[config.mk]
export PLATFORM = sky130hd
export DESIGN_NAME = dot_mac_pipe
export DESIGN_NICKNAME = d
export VERILOG_FILES = /design/src/rtl/dot_mac_pipe.sv
export SDC_FILE = /design/constraint.sdc
export NUM_CORES = 1
export LEC_CHECK = 0
export ABC_AREA = 0
export BUFFER_PORTS_ARGS = -buffer_cell sky130_fd_sc_hd__buf_4
export CAP_MARGIN = 10
export CORE_ASPECT_RATIO = 1.2
export CORE_MARGIN = 3
export CORE_UTILIZATION = 41
export DETAILED_ROUTE_END_ITERATION = 16
export PLACE_DENSITY_LB_ADDON = 0.15
export SETUP_SLACK_MARGIN = 0.1
export SKIP_CTS_REPAIR_TIMING = 1
export SLEW_MARGIN = 20
export SYNTH_ARGS = -nofsm -noshare
export SYNTH_HDL_FRONTEND = slang
export SYNTH_SLANG_ARGS = --single-unit
[constraint.sdc]
create_clock -name clk -period 5.72 [get_ports clk]
set_input_delay 0.286 -clock clk [delete_from_list [all_inputs] [get_ports clk]]
set_output_delay 0.286 -clock clk [all_outputs]
set_load 0.005 [all_outputs]
[src/rtl/dot_mac_pipe.sv]
// dot_mac_pipe: pipelined multi-lane signed dot-product accumulator.
//
// Each accepted beat multiplies LANES signed operand pairs. The products are
// summed, and the sum is accumulated across beats. A beat flagged in_last
// closes the transaction. Its result is then presented on a valid/ready
// output, clamped when SAT=1 and wrapped when SAT=0.
//
// Ports:
//   clk, rst_n          clock, synchronous active-low reset
//   in_valid/in_ready   input beat handshake
//   in_last             final beat of the current dot product
//   a_vec, b_vec        LANES packed signed operands, lane i at [i*DATA_W +: DATA_W]
//   out_valid/out_ready result handshake
//   out_data            signed dot-product result (ACC_W bits)
//   out_sat             overflow occurred somewhere in this result's transaction
//
// Pipeline:
//   stage 1 registers the per-lane products.
//   stage 2 reduces the products, adds the sum to the accumulator, and
//   either updates the accumulator or emits the result.
// The whole pipeline freezes while a result is held by backpressure.

module dot_mac_pipe #(
    parameter int DATA_W = 8,
    parameter int ACC_W  = 32,
    parameter int LANES  = 4,
    parameter int SAT    = 1
) (
    input  logic                      clk,
    input  logic                      rst_n,
    input  logic                      in_valid,
    output logic                      in_ready,
    input  logic                      in_last,
    input  logic [LANES*DATA_W-1:0]   a_vec,
    input  logic [LANES*DATA_W-1:0]   b_vec,
    output logic                      out_valid,
    input  logic                      out_ready,
    output logic [ACC_W-1:0]          out_data,
    output logic                      out_sat
);

    localparam int PROD_W = 2 * DATA_W;
    localparam int SUM_W  = PROD_W + $clog2(LANES);
    // Wide enough that neither the accumulator nor the lane sum can overflow
    // the addition itself. Overflow is then judged against ACC_W.
    localparam int WIDE_W = ((ACC_W > SUM_W) ? ACC_W : SUM_W) + 1;

    localparam logic signed [ACC_W-1:0] ACC_MAX = {1'b0, {(ACC_W-1){1'b1}}};
    localparam logic signed [ACC_W-1:0] ACC_MIN = {1'b1, {(ACC_W-1){1'b0}}};

    logic signed [PROD_W-1:0] prod_q [LANES];
    logic signed [PROD_W-1:0] prod_d [LANES];
    logic                     s1_valid_q, s1_valid_d;
    logic                     s1_last_q,  s1_last_d;
    logic signed [ACC_W-1:0]  acc_q,      acc_d;
    logic                     sticky_q,   sticky_d;
    logic                     out_valid_q, out_valid_d;
    logic signed [ACC_W-1:0]  out_data_q,  out_data_d;
    logic                     out_sat_q,   out_sat_d;

    logic                     stall;
    logic                     accept;
    logic signed [SUM_W-1:0]  lane_sum;
    logic signed [WIDE_W-1:0] next_w;
    logic                     ovf;
    logic signed [ACC_W-1:0]  result;

    // Lane reduction. It is written as a linear sum; synthesis balances it into a tree.
    always_comb begin
        lane_sum = '0;
        for (int i = 0; i < LANES; i++) begin
            lane_sum = lane_sum + SUM_W'(prod_q[i]);
        end
        next_w = WIDE_W'(acc_q) + WIDE_W'(lane_sum);
        ovf    = (next_w > WIDE_W'(ACC_MAX)) || (next_w < WIDE_W'(ACC_MIN));
        if (ovf && (SAT != 0)) begin
            result = next_w[WIDE_W-1] ? ACC_MIN : ACC_MAX;
        end else begin
            result = next_w[ACC_W-1:0];
        end
    end

    always_comb begin
        stall    = out_valid_q && !out_ready;
        in_ready = !stall;
        accept   = in_valid && in_ready;

        prod_d      = prod_q;
        s1_valid_d  = s1_valid_q;
        s1_last_d   = s1_last_q;
        acc_d       = acc_q;
        sticky_d    = sticky_q;
        out_valid_d = out_valid_q;
        out_data_d  = out_data_q;
        out_sat_d   = out_sat_q;

        if (!stall) begin
            s1_valid_d = accept;
            s1_last_d  = accept && in_last;
            if (accept) begin
                for (int i = 0; i < LANES; i++) begin
                    prod_d[i] = PROD_W'($signed(a_vec[i*DATA_W +: DATA_W])) *
                                PROD_W'($signed(b_vec[i*DATA_W +: DATA_W]));
                end
            end

            // Not stalled, so a valid output is being consumed on this edge.
            if (out_valid_q) begin
                out_valid_d = 1'b0;
            end

            if (s1_valid_q) begin
                if (s1_last_q) begin
                    // A new result overrides the consumed one on the same edge.
                    out_valid_d = 1'b1;
                    out_data_d  = result;
                    out_sat_d   = sticky_q || ovf;
                    acc_d       = '0;
                    sticky_d    = 1'b0;
                end else begin
                    acc_d    = result;
                    sticky_d = sticky_q || ovf;
                end
            end
        end
    end

    always_ff @(posedge clk) begin
        if (!rst_n) begin
            for (int i = 0; i < LANES; i++) begin
                prod_q[i] <= '0;
            end
            s1_valid_q  <= 1'b0;
            s1_last_q   <= 1'b0;
            acc_q       <= '0;
            sticky_q    <= 1'b0;
            out_valid_q <= 1'b0;
            out_data_q  <= '0;
            out_sat_q   <= 1'b0;
        end else begin
            for (int i = 0; i < LANES; i++) begin
                prod_q[i] <= prod_d[i];
            end
            s1_valid_q  <= s1_valid_d;
            s1_last_q   <= s1_last_d;
            acc_q       <= acc_d;
            sticky_q    <= sticky_d;
            out_valid_q <= out_valid_d;
            out_data_q  <= out_data_d;
            out_sat_q   <= out_sat_d;
        end
    end

    assign out_valid = out_valid_q;
    assign out_data  = out_data_q;
    assign out_sat   = out_sat_q;

endmodule

==> summary.txt, run 1 <==
GRT
  – Total grt overflow: 0
  – Initial antenna violation count: 0
  – GRT Total Usage: 18.91%
  – Vias in the first global route: 14,080
  – First-pass GRT wire length: 71,450 um
  – Largest net degree at the start of global routing: 74

CTS
  – Root Buffer: clkbuf_16
  – Skew-Pair Late Insertion Delay: 430 ps
  – Max Buffers Root-to-Sink: 2
  – TritonCTS buffer count: 17
  – Clock transition at path regs: 60 ps
  – Depth of the CTS H-tree: 4
  – TritonCTS clock tree: yes
  – CTS sink count: 133

Critical path
  – Worst Setup Path Type: reg2reg
  – Critical path endpoint category: flip-flop
  – Worst Path Required: 6040 ps
  – Max Fanout on Critical Path: 25
  – Crit path DAT: 5660 ps
  – CP Launch Type: flip-flop

Layout
  – Nets: 2,684
  – Area Growth Syn to Fin: 11.28%
  – ANT cells: 0
  – Share of cells above drive strength 1: 8.383%
  – Multi-input logic area: 13,310 um2
  – Seq. cell area: 2663 um2
  – Fill cells: 4,284

Synthesis
  – Post-synth top area cell: fa_1
  – Synth warn: 0
  – Cell variety after synth: 70
  – Synth Net Count: 2,588
  – Sequential area share after synthesis: 14.85%
  – Post-synth EDFFs: 0
  – Synth Area per Inst: 8.595 um2
  – Synth Cell Area: 17,930 um2
  – FFs w/ async S/R, synth: 0%
  – Dominant synthesized flop cell: dfxtp_1
  – Synth area leaders: fa_1 (32%), dfxtp_1 (15%), ha_1 (10%), inv_1 (10%), and2_1 (5.4%)
  – Synth Register Bits: 133
  – Top-count cell post-synth: inv_1
  – Synth cell count leaders: inv_1 (477), fa_1 (284), nand2_1 (236)
  – Post-Syn Instances: 2,086
  – Post-synth top area share: 31.71%

Timing
  – Crit path time final: 5347 ps
  – Final setup fails: 0
  – Setup tns final: 0 ps
  – Tcrit/Tclk final: 93.47%
  – Max frequency: 187.0 MHz
  – Slew headroom: 36.79%
  – Worst Tran Pin Value: 940.9 ps
  – Clk_skew: 12.72 ps
  – Final hold vios: 0
  – RSZ-0062 raised after global routing: false
  – Max Transition Viols Final: 0

Floorplan
  – Starting Density: 41.70%
  – I/O Pins: 104
  – Row cnt: 83
  – Chip height: 235.1 um
  – Core area: 42,990 um2
  – Die W: 196.9 um
  – DIE AREA: 46,290 um2

Routing
  – # DRC: 0
  – Routed wire length: 42,590 um
  – Post-DR wirelength/cell: 15.50 um
  – Pre-antenna DRT Iters: 4
  – Vias/cell: 4.956
  – Vias: 13,610
  – Post-DRT Antenna Nets: 0
  – Initial detailed-routing violation count: 477

Status
  – Status: finished, final reports clean

Placement
  – RePlAce Congestion: 0.8613
  – Port Buffers: 103
  – Hpwl dp: 35,330 um

Flow run
  – Maxcap violations: 0

Min path
  – HP Class: in2reg
## cell type report
class                           count  area share (%)
Inverter                          479           9.030
Multi-Input combinational cell   1431           66.68
Clock inverter                     14          0.7650
Clock buffer                       18           2.201
Sequential cell                   133           13.34
Tap cell                          552           3.461
Timing Repair Buffer              120           4.515
## routing by layer
metal | vias up | share of wire, % | GRT usage (%)
li1 | 6666 | - | -
met1 | 6715 | 46 | 25.49
met2 | 191 | 50 | 32.89
met3 | 42 | 2.3 | 1.621
met4 | 0 | 2.1 | 4.732
met5 | - | 0 | 0
## flip-flops by register name, indices dropped and copies added (netlist names)
| signal | count |
|---|---|
| out_data | 32 |
| out_valid | 1 |
| acc_q | 32 |
| s1_last_q | 1 |
| s1_valid_q | 1 |
| sticky_q | 1 |
| prod_q | 64 |
| out_sat | 1 |
## through the flow
step                      util (%)  area, um2  hold WS [ps]  instances  setup slack (ps)
final                        46.41      19950         145.2       2747             373.3
after global routing         46.41      19950         150.5       2747             93.80
after CTS                    46.22      19870         131.9       2739             153.1
after detailed placement     44.85      19280         443.8       2707             209.8
after global placement       44.83      19280         435.1       2707             295.7
after floorplan                  -      17930         425.0       2086             755.1
## cell families after synthesis
family / Yosys count / synth area share, %
xor+xnor: 76 / 3.712
fa+ha+maj: 438 / 42.42
mux: 2 / 0.1186
buf+inv: 522 / 11.12
simple gates: 594 / 16.76
flops: 133 / 14.85
compound gates: 321 / 11.03
## layout by cell type, fill, tap and decap left out, types with 36 or more instances in the layout
cell type / n
inv_1: 476
fa_1: 284
nand2_1: 235
and2_1: 154
ha_1: 149
dfxtp_1: 133
buf_4: 120
a21oi_1: 115
o21ai_0: 73
nor2_1: 59
xnor2_1: 54
nand2b_1: 36
## critical path, cell delays in order (launching register included)
cell and delay, ps:
dfxtp_1 310, inv_1 70, fa_1 540, inv_1 70
fa_1 610, clkinvlp_4 240, buf_4 210, fa_1 510
inv_1 50, ha_1 370, and2_4 180, and3_1 200
nor3b_2 200, or4b_4 500, a211oi_2 250, nor3b_2 100
and2_1 140, buf_4 220, or2_1 280, a22o_1 200
## worst paths after layout
kind	cells after the start	from	to	slack, ps
setup / recovery	19	prod_q[15]	acc_q[16]	370
hold / removal	3	in_last	s1_last_q	150
setup reg to reg	19	prod_q[15]	acc_q[16]	370
hold reg to reg	2	out_data[24]	out_data[24]	450
Power of run 1 is not shown: default switching activity piles up to over one toggle a cycle in this logic, so the estimate is an artifact.
==> inputs of run 2 (changes only) <==
- CORE_UTILIZATION: 41 -> 36
==> run 2 against run 1 <==
Net effect:
- critical path depth unchanged
- cell area up 0.20%
- setup slack better by 110 ps
- largest cell class unchanged
==> summary.txt, run 2 (same netlist as run 1, synthesis figures left out) <==
GRT
  – Largest net degree at the start of global routing: 74 (unchanged)
  – Met2 Track Usage GR: 31.97% (was 32.89%)
  – Initial antenna violation count: 1 (was 0)
  – Total grt overflow: 0 (unchanged)
  – Vias in the first global route: 14,280 (was 14,080)
  – Met3 Resource Use GR: 1.729% (was 1.621%)
  – GRT Max-Usage Layer: met2 (unchanged)
  – First-pass GRT wire length: 74,110 um (was 71,450 um)
  – Met1 GRT Util: 22.10% (was 25.49%)
  – GRT Total Usage: 17.39% (was 18.91%)

Layout
  – Seq. cell area: 2663 um2 (unchanged)
  – ANT cells: 0 (unchanged)
  – Commonest non-fill, non-tap cells in the layout: inv_1 (476), fa_1 (284), nand2_1 (235) (unchanged)
  – Commonest non-fill, non-tap cell in the layout: inv_1 (unchanged)
  – Area Growth Syn to Fin: 11.51% (was 11.28%)
  – Final core utilization: 41.08% (was 46.41%)
  – Share of cells above drive strength 1: 8.299% (was 8.383%)
  – Multi-input logic area: 13,300 um2 (was 13,310 um2)
  – Post-Layout Inst Area: 19,990 um2 (was 19,950 um2)
  – Finished Layout Cells: 2,823 (was 2,747)
  – Fill cells: 4,974 (was 4,284)
  – Nets: 2,683 (was 2,684)
  – Max reg flops: 64 (unchanged)
  – Most flops, register: prod_q (unchanged)

Timing
  – Tcrit/Tclk final: 91.52% (was 93.47%)
  – Setup tns final: 0 ps (unchanged)
  – Final hold vios: 0 (unchanged)
  – Max frequency: 191.0 MHz (was 187.0 MHz)
  – RSZ-0062 raised after global routing: false (unchanged)
  – Final setup fails: 0 (unchanged)
  – Slew headroom: 47.56% (was 36.79%)
  – Clk_skew: 15.37 ps (was 12.72 ps)
  – Worst Tran Pin Value: 786.6 ps (was 940.9 ps)
  – Crit path time final: 5235 ps (was 5347 ps)
  – Max Transition Viols Final: 0 (unchanged)

Routing
  – Pre-antenna DRT Iters: 5 (was 4)
  – Post-DRT Antenna Nets: 0 (unchanged)
  – Post-DR wirelength/cell: 15.70 um (was 15.50 um)
  – Routed wire length: 44,320 um (was 42,590 um)
  – Vias: 13,530 (was 13,610)
  – # DRC: 0 (unchanged)
  – Initial detailed-routing violation count: 466 (was 477)
  – Vias/cell: 4.793 (was 4.956)

CTS
  – CTS sink count: 133 (unchanged)
  – Max Buffers Root-to-Sink: 2 (unchanged)
  – TritonCTS buffer count: 17 (unchanged)
  – Clock transition at path regs: 60 ps (about the same)
  – TritonCTS clock tree: yes (unchanged)
  – Root Buffer: clkbuf_16 (unchanged)
  – Depth of the CTS H-tree: 4 (unchanged)
  – Skew-Pair Late Insertion Delay: 430 ps (about the same)

Placement
  – RePlAce Congestion: 0.8602 (was 0.8613)
  – Port Buffers: 103 (unchanged)
  – Post-DP Area: 19,410 um2 (was 19,280 um2)
  – Hpwl dp: 37,040 um (was 35,330 um)
  – Dpl cells: 2,788 (was 2,707)

Floorplan
  – Starting Density: 36.84% (was 41.70%)
  – DIE AREA: 52,530 um2 (was 46,290 um2)
  – I/O Pins: 104 (unchanged)
  – Row cnt: 88 (was 83)
  – Die W: 209.7 um (was 196.9 um)
  – Chip height: 250.5 um (was 235.1 um)
  – Core area: 48,670 um2 (was 42,990 um2)

Critical path
  – CP top delay family: adder cells (unchanged)
  – Worst Setup Path Type: reg2reg (unchanged)
  – Critical path endpoint category: flip-flop (unchanged)
  – Worst Path Required: 6030 ps (was 6040 ps)
  – Slowest cell on crit path: fa_1 (unchanged)
  – Buffers & Inverters on Critical Path: 6 (unchanged)
  – Max Fanout on Critical Path: 25 (unchanged)
  – CP max stage delay: 610 ps (about the same)
  – FF-to-FF path depth: 19 (unchanged)
  – Worst path depth: 19 (unchanged)
  – CP Launch Type: flip-flop (unchanged)
  – Worst-path cell chain: inv_1, fa_1, inv_1, fa_1, clkinvlp_4, buf_12, fa_1, inv_1, ha_1, and2_4, and3_1, nor3b_2, or4b_4, a211oi_2, nor3b_2, and2_1, buf_12, or2_1, a22o_1 (was inv_1, fa_1, inv_1, fa_1, clkinvlp_4, buf_4, fa_1, inv_1, ha_1, and2_4, and3_1, nor3b_2, or4b_4, a211oi_2, nor3b_2, and2_1, buf_4, or2_1, a22o_1)
  – Crit path DAT: 5550 ps (was 5660 ps)

Flow run
  – Maxcap violations: 0 (unchanged)

Status
  – Status: finished, final reports clean (unchanged)

Min path
  – HP Class: in2reg (unchanged)
  – Hold path cells: 3 (unchanged)
## run 2: cell types whose count changed in the layout (fill, tap and decap cells not counted), moves of 2 or more
cell	delta
clkinv_4	-2
clkinv_2	+3
buf_4	-3
bufinv_16	-2
buf_12	+2
## run 2: worst paths after layout
kind,end,start,slack (ps)
worst min register to register,out_data[13],out_data[13],450
worst min-delay path,s1_last_q,in_last,140
worst max register to register,acc_q[16],prod_q[15],490
worst max-delay path,acc_q[16],prod_q[15],490
## run 2: stage by stage
step	hold slack [ps]	worst slack, ps
3_5_place_dp	443.4	182.9
6_report	143.3	485.1
2_1_floorplan	425.0	755.1
3_3_place_gp	436.6	326.6
4_1_cts	123.6	131.1
5_1_grt	141.1	200.3
## run 2: area by class of cell
cell class / instances / share of cell area, %
Timing Repair Buffer: 119 / 4.594
Tap cell: 630 / 3.943
Clock buffer: 18 / 2.197
Multi-Input combinational cell: 1431 / 66.51
Inverter: 479 / 9.012
Sequential cell: 133 / 13.32
Clock inverter: 13 / 0.4318
## run 2: worst register-to-register path: stages, from the launching register on
cell	delay (ps)
dfxtp_1	310
inv_1	70
fa_1	540
inv_1	70
fa_1	610
clkinvlp_4	130
buf_12	160
fa_1	520
inv_1	50
ha_1	390
and2_4	200
and3_1	210
nor3b_2	210
or4b_4	510
a211oi_2	270
nor3b_2	90
and2_1	170
buf_12	160
or2_1	250
a22o_1	200
## run 2: metal layers
layer  vias to the layer above  share of wire, %
met5                         -             0.029
met4                         2               1.3
met3                        32               1.9
met2                       144                53
met1                      6691                44
li1                       6661                 -
Power of run 2 is left out for the same reason.
